<file path="src/rtl/mlp_feeder.sv">
// Host-side feeder for the MLP stream: issues VECTOR_LEN words as spaced strobes,
// buffers MLP results in a FIFO and reports completion, overflow and done timeout.
module mlp_feeder #(
  parameter int DATA_WIDTH   = 32,
  parameter int OUTPUT_WIDTH = 32,
  parameter int VECTOR_LEN   = 16,
  parameter int ISSUE_GAP    = 1,
  parameter int RES_DEPTH    = 8,
  parameter int TIMEOUT      = 1024
) (
  input  logic                    clk,
  input  logic                    rst,
  input  logic                    start,
  input  logic [DATA_WIDTH-1:0]   in_data,
  input  logic                    in_valid,
  output logic                    in_ready,
  output logic [DATA_WIDTH-1:0]   mlp_data,
  output logic                    mlp_new_data,
  input  logic                    mlp_output_ready,
  input  logic [OUTPUT_WIDTH-1:0] mlp_output,
  input  logic                    mlp_done,
  output logic [OUTPUT_WIDTH-1:0] res_data,
  output logic                    res_valid,
  input  logic                    res_ready,
  output logic                    busy,
  output logic                    done,
  output logic [1:0]              error
);

  localparam int CW  = $clog2(VECTOR_LEN + 1);
  localparam int GW  = (ISSUE_GAP > 1) ? $clog2(ISSUE_GAP) : 1;
  localparam int TW  = (TIMEOUT > 1) ? $clog2(TIMEOUT) : 1;
  localparam int AW  = (RES_DEPTH > 1) ? $clog2(RES_DEPTH) : 1;
  localparam int OCW = AW + 1;

  localparam logic [CW-1:0]  LEN_C      = CW'(VECTOR_LEN);
  localparam logic [CW-1:0]  LAST_C     = CW'(VECTOR_LEN - 1);
  localparam logic [GW-1:0]  GAP_RELOAD = GW'(ISSUE_GAP - 1);
  localparam logic [TW-1:0]  TO_LAST    = TW'(TIMEOUT - 1);
  localparam logic [OCW-1:0] DEPTH_C    = OCW'(RES_DEPTH);

  typedef enum logic [1:0] {IDLE, SEND, WAIT_DONE, FLUSH} state_t;

  state_t                  state_q;
  logic [CW-1:0]           count_q;
  logic [GW-1:0]           gap_q;
  logic [TW-1:0]           to_q;
  logic [DATA_WIDTH-1:0]   mlp_data_q;
  logic                    new_q;
  logic                    done_q;
  logic [1:0]              error_q;

  logic [OUTPUT_WIDTH-1:0] mem_q [RES_DEPTH];
  logic [AW-1:0]           wr_ptr_q, wr_ptr_d;
  logic [AW-1:0]           rd_ptr_q, rd_ptr_d;
  logic [OCW-1:0]          occ_q, occ_d;

  logic accept, capture, fifo_empty, fifo_full, pop, push, overflow;

  assign in_ready   = (state_q == SEND) && (gap_q == '0) && (count_q < LEN_C);
  assign accept     = in_ready && in_valid;
  assign capture    = (state_q != IDLE) && mlp_output_ready;
  assign fifo_empty = (occ_q == '0);
  assign fifo_full  = (occ_q == DEPTH_C);
  assign pop        = !fifo_empty && res_ready;
  // A pop in the same cycle frees the slot, so a push into a full FIFO still lands.
  assign push       = capture && (!fifo_full || pop);
  assign overflow   = capture && fifo_full && !pop;

  always_ff @(posedge clk) begin
    if (rst) begin
      state_q    <= IDLE;
      count_q    <= '0;
      gap_q      <= '0;
      to_q       <= '0;
      mlp_data_q <= '0;
      new_q      <= 1'b0;
      done_q     <= 1'b0;
      error_q    <= '0;
    end else begin
      new_q  <= accept;
      done_q <= 1'b0;
      if (accept) mlp_data_q <= in_data;
      if (overflow) error_q[0] <= 1'b1;
      case (state_q)
        IDLE: begin
          if (start) begin
            state_q <= SEND;
            count_q <= '0;
            gap_q   <= '0;
            error_q <= '0;
          end
        end
        SEND: begin
          if (accept) begin
            count_q <= count_q + 1'b1;
            gap_q   <= GAP_RELOAD;
            if (count_q == LAST_C) begin
              state_q <= WAIT_DONE;
              to_q    <= '0;
            end
          end else if (gap_q != '0) begin
            gap_q <= gap_q - 1'b1;
          end
        end
        WAIT_DONE: begin
          if (mlp_done) begin
            state_q <= FLUSH;
          end else if (to_q == TO_LAST) begin
            error_q[1] <= 1'b1;
            state_q    <= FLUSH;
          end else begin
            to_q <= to_q + 1'b1;
          end
        end
        FLUSH: begin
          if (fifo_empty) begin
            state_q <= IDLE;
            done_q  <= 1'b1;
          end
        end
        default: state_q <= IDLE;
      endcase
    end
  end

  always_comb begin
    wr_ptr_d = wr_ptr_q;
    rd_ptr_d = rd_ptr_q;
    occ_d    = occ_q;
    if (push) wr_ptr_d = wr_ptr_q + 1'b1;
    if (pop)  rd_ptr_d = rd_ptr_q + 1'b1;
    case ({push, pop})
      2'b10:   occ_d = occ_q + 1'b1;
      2'b01:   occ_d = occ_q - 1'b1;
      default: occ_d = occ_q;
    endcase
  end

  always_ff @(posedge clk) begin
    if (rst) begin
      wr_ptr_q <= '0;
      rd_ptr_q <= '0;
      occ_q    <= '0;
    end else begin
      wr_ptr_q <= wr_ptr_d;
      rd_ptr_q <= rd_ptr_d;
      occ_q    <= occ_d;
    end
  end

  // Storage needs no reset: the head is masked to zero whenever the FIFO is empty.
  always_ff @(posedge clk) begin
    if (push) mem_q[wr_ptr_q] <= mlp_output;
  end

  assign res_data     = fifo_empty ? '0 : mem_q[rd_ptr_q];
  assign res_valid    = !fifo_empty;
  assign mlp_data     = mlp_data_q;
  assign mlp_new_data = new_q;
  assign busy         = (state_q != IDLE);
  assign done         = done_q;
  assign error        = error_q;

endmodule

</file>
<file path="config.mk">
export PLATFORM = sky130hd
export DESIGN_NAME = mlp_feeder
export DESIGN_NICKNAME = d
export VERILOG_FILES = /design/src/rtl/mlp_feeder.sv
export SDC_FILE = /design/constraint.sdc
export NUM_CORES = 1
export LEC_CHECK = 0
export BUFFER_PORTS_ARGS = -buffer_cell sky130_fd_sc_hd__buf_2
export CORE_UTILIZATION = 55
export CTS_CLUSTER_DIAMETER = 120
export DETAILED_ROUTE_END_ITERATION = 8
export PLACE_DENSITY = 0.84
export RECOVER_POWER = 50
export SLEW_MARGIN = 20
export SYNTH_ARGS = -nofsm -noshare
export SYNTH_HDL_FRONTEND = slang
export SYNTH_SLANG_ARGS = --single-unit
</file>
<file path="constraint.sdc">
create_clock -name clk -period 6.3 [get_ports clk]
set_input_delay 1.26 -clock clk [delete_from_list [all_inputs] [get_ports clk]]
set_output_delay 1.26 -clock clk [all_outputs]
set_load 0.005 [all_outputs]
</file>
# Yosys cells after proc, flatten, opt, wreduce, memory -nomap -nowiden

Memories as Yosys holds them, arrays and structs flattened. A register that Yosys moved wholly into a read port is not among the register bits.
Index checks and enable logic that the tools add are counted.

Bits in registers: 64
RAM bits: 256
Word-level logic and storage cells: 96
Memories kept: 1

Add/sub/neg operators: 7
Magnitude comparators: 1
Equal/unequal tests: 16
Mux-type cells: 32
Bitwise logic cells: 2
Reductions and logical operators: 25

Memory list:

| memory | depth | width | rd ports | clocked after memory_dff | wr ports | line | RTL |
|---|---|---|---|---|---|---|---|
| mem_q  | 8     | 32    | 1        | 1                        | 1        | 53   | `logic [OUTPUT_WIDTH-1:0] mem_q [RES_DEPTH];` |

Operators with widths:

| operator                                            | number |
|---|---|
| two-way mux 10 bit                                  | 4 |
| two-way mux 32 bit                                  | 1 |
| one-hot mux 10 bit (2 select lines)                 | 1 |
| two-way mux 2 bit                                   | 7 |
| != test 2 bit, second input constant                | 6 |
| adder 10 x 1 -> 10 bit, second input constant       | 1 |
| equality test 10 bit, second input constant         | 1 |
| two-way mux 1 bit                                   | 10 |
| two-way mux 5 bit                                   | 2 |
| one-hot mux 5 bit (2 select lines)                  | 1 |
| AND reduction 5 bit                                 | 2 |
| nonzero test 2 bit                                  | 5 |
| logical AND 1 bit                                   | 8 |
| one-hot mux 2 bit (4 select lines)                  | 1 |
| one-hot mux 4 bit (2 select lines)                  | 1 |
| adder 3 x 1 -> 3 bit, second input constant         | 2 |
| equality test 2 bit, second input constant          | 3 |
| two-way mux 3 bit                                   | 2 |
| adder 5 x 1 -> 5 bit, second input constant         | 1 |
| equality test 5 x 4 -> 1 bit, second input constant | 1 |
| less-than comparator 5 bit, second input constant   | 1 |
| adder 4 x 1 -> 4 bit, second input constant         | 1 |
| equality test 2 x 1 -> 1 bit, second input constant | 2 |
| equality test 4 bit, second input constant          | 1 |
| 14 further kinds                                    | 18 |

# Logic depth before layout (Yosys ltp)

Depth after elaboration: 8
Mapped depth: 11
Gate-level depth less buffers: 10

# Least setup slack after synthesis

No wires, ideal clock.

Path type: input -> register
Start point: input port res_ready
End point: memory mem_q[0][0], enable pin
Arrival time: 4.911 ns
Setup slack: 0.888 ns
Cell stages on the path: 4
Buffers on the path: 1
Path through: clkbuf_1 > or2b_1 > o21ai_2 > nor4_1

Word-level cells in the longest chain between the ends: 5

Ends and longest elaborated chain:

| element                                 | line | RTL |
|---|---|---|
| start: declaration                      | 24   | `input logic res_ready,` |
| logical AND 1 bit                       | 65   | `assign pop = !fifo_empty && res_ready;` |
| logical OR 1 bit                        | 67   | `assign push = capture && (!fifo_full \|\| pop);` |
| logical AND 1 bit                       | 67   |  |
| two-way mux 1 bit                       | 154  | `if (push) mem_q[wr_ptr_q] <= mlp_output;` |
| two-way mux 1 bit (implied by the code) | 154  |  |
| end: declaration                        | 53   |  |

Every way passes these cells.

==> impl_metrics.yaml <==
drt:
  drt_first_pass_iters: 5
  wl_um: 26500
  drc: 0
  ant_nets: 0
  vias_per_cell: 5.91
  vias: 7283
  wl_per_cell_um: 21.5
  dr.first_iter.drc_count: 563
clock_tree:
  cts_buffer_depth: 3
  cts_hold_buf: 0
  cts_made_buffers: 30
  clock-sinks: 322
  root_buffer: "clkbuf_16"
  cts_tree: "done"
  clk_pin_slew_ns: 0.06
  cts_resized: 0
  postCtsSetupBuffers: 0
  clk_latency_ns: 0.56
  htree_levels: 1
final_layout:
  fin_area_um2: 14700
  drive_gt1_share_pct: 25.0
  final_common_cell: "edfxtp_1"
  fin_nets: 1004
  regArea_um2: 9020
  final_cell_mix: "edfxtp_1, buf_2, nand2_1"
  area_delta_synth_final_pct: 16.2
  num-fill-cells: 1552
  multi_input_area_um2: 3520
logic_synthesis:
  synthFlopType: "edfxtp_1"
  synth_area_um2: 12700
  ys_ff_latch: 322
  yosysSeqAreaShare_pct: 71.0
  ys_warn_count: 0
  syn_nets: 861
  yosysUniqueCellTypes: 54
  async_flop_share_pct: 0
  synth_area_leaders: "edfxtp_1, mux4_2, dfxtp_1"
  yosysTopAreaCellShare_pct: 60.6
  yosysTopAreaCell: "edfxtp_1"
  synth.avg_cell_area_um2: 16.3
  netlist_instances: 780
  synth_edf_count: 256
setup_path:
  cp_cell_sequence: "buf_4 -> mux4_2 -> mux2i_1 -> nor2_1 -> buf_2"
  cp_slowest_cell: "dfxtp_4"
  arrival_ns: 2.94
  end_kind: "primary output"
  crit_buf_inv: 2
  r2r_end: "occ_q[2]"
  cpPeakStageDelay_ns: 0.96
  crit_family: "flip-flops"
  cp_max_fo: 48
  r2r_slack_ns: 2.73
  rr_startpoint: "occ_q[0]"
  start_kind: "register"
  worst_r2r_path_depth: 10
  required_ns: 5.04
  crit_type: "register to primary output"
timing:
  finalHoldViolations: 0
  final.period_utilization_pct: 66.6
  max_freq_mhz: 238
  tightest_slew_ns: 1.20
  drv_slew: 0
  finClkSkew_ns: 0.0211
  fin_tns_setup_ns: 0
  post-route-min-period_ns: 4.20
  rsz0062_at_grt: "false"
  max_slew_margin_pct: 20.1
  setup_viol: 0
floorplan:
  start_util_pct: 56.1
  die_w_um: 154
  rows: 55
  core_area_um2: 22600
  io_pins: 142
  dieHeight_um: 154
  dieArea_um2: 23700
flow_run:
  drv_cap: 0
placed_design:
  gp_congestion: 0.801
  dp_hpwl_um: 15400
  port_buffers: 141
  postPlaceCellArea_um2: 13700
global_route:
  grt_pass1_vias: 7333
  grt_pass1_wl_um: 40400
  grt_max_degree: 70
  overflow: 0
  grt_antenna_before_repair: 2
  track_usage_pct: 22.5
status:
  status: "finished, final reports clean"
pwr:
  p_total_mw: 5.54
  power.density_nw_per_um2: 376
  leakagePower_nw: 4.87
  ir_worst_vdd_uv: 240
worst_hold_path:
  hold_class: "register to register"
  hold_path_depth: 2
  holdPathEnd: "mlp_data[24]"
  holdCritStartpoint: "mlp_data[24]"
## cells in the mapped netlist (8+ instances only)
cell type,number
buf_2,8
clkbuf_1,30
edfxtp_1,256
a21oi_1,42
o21ai_0,14
mux2i_1,36
nor2_1,51
mux4_2,64
nand2_1,73
nor3_1,9
a31oi_1,8
inv_1,10
nor2b_1,9
dfxtp_1,66
nand4_1,8
nand3_1,13
ha_1,10
nand2b_1,9
## sequential cells by signal (all words and copies together), names as in the netlist, named ones only
| signal | cells |
|---|---|
| rd_ptr_q | 3 |
| to_q | 10 |
| mlp_data | 32 |
| occ_q | 4 |
| count_q | 5 |
| mlp_new_data | 1 |
| state_q | 2 |
| error | 2 |
| mem_q | 256 |
| wr_ptr_q | 3 |
| done | 1 |
## metrics by stage
stage          instances  utilization (%)  hold slack (ns)  setup WS [ns]
2_1_floorplan        780                -            0.449          0.888
3_3_place_gp        1176             60.7            0.438           2.64
3_5_place_dp        1176             60.7            0.443           2.57
4_1_cts             1232             65.4            0.451           1.98
5_1_grt             1232             65.1            0.470           1.85
6_report            1233             65.1            0.453           2.10
## cell families (layout without fill, tap and decap cells)
family                   after synthesis  after routing  share of synthesized area, %
other                                  0              1                             0
multiplexers                         101            101                          14.3
AO/OA/AOI/OAI                         84             84                          3.91
adder cells (fa/ha/maj)               10             10                         0.986
buffers and inverters                 53            220                          1.67
AND/OR/NAND/NOR                      204            204                          7.78
flip-flops                           322            322                          71.0
XOR/XNOR                               6              6                         0.414
## report_power, final
group	switching, mW	internal [mW]	leakage, nW
clock network	0.759	1.17	0.521
registers	0.128	2.42	2.84
logic	0.568	0.498	1.50
## per-layer routing
metal	part of all wire [%]	GRT usage [%]
met5	0.038	0
met4	2.5	7.76
met3	6.1	4.54
met2	53	40.3
met1	39	27.2
## area by class of cell
cell class / instances / share of cell area [%]
diodes: 1 / 0.0170
clock buffers: 36 / 5.31
clock inverters: 20 / 1.95
inverters: 11 / 0.288
multi-input cells: 405 / 23.9
flip-flops and latches: 322 / 61.1
well taps: 285 / 2.42
repair buffers: 153 / 4.99
## worst max path at each step
stage,endpoint,from,cells past startpoint
5_1_grt,res_data[23],register,5
3_3_place_gp,res_data[22],register,5
4_1_cts,res_data[23],register,5
3_5_place_dp,mem_q[6][3],mlp_output_ready,5
2_1_floorplan,mem_q[0][0],res_ready,4
6_report,res_data[23],register,5
## tightest hold or removal path, stage by stage (launching register included)
cell	delay [ns]
dfxtp_1	0.31
nand2_1	0.05
a21oi_1	0.05
Note: power is estimated with default switching activity, not from simulation.
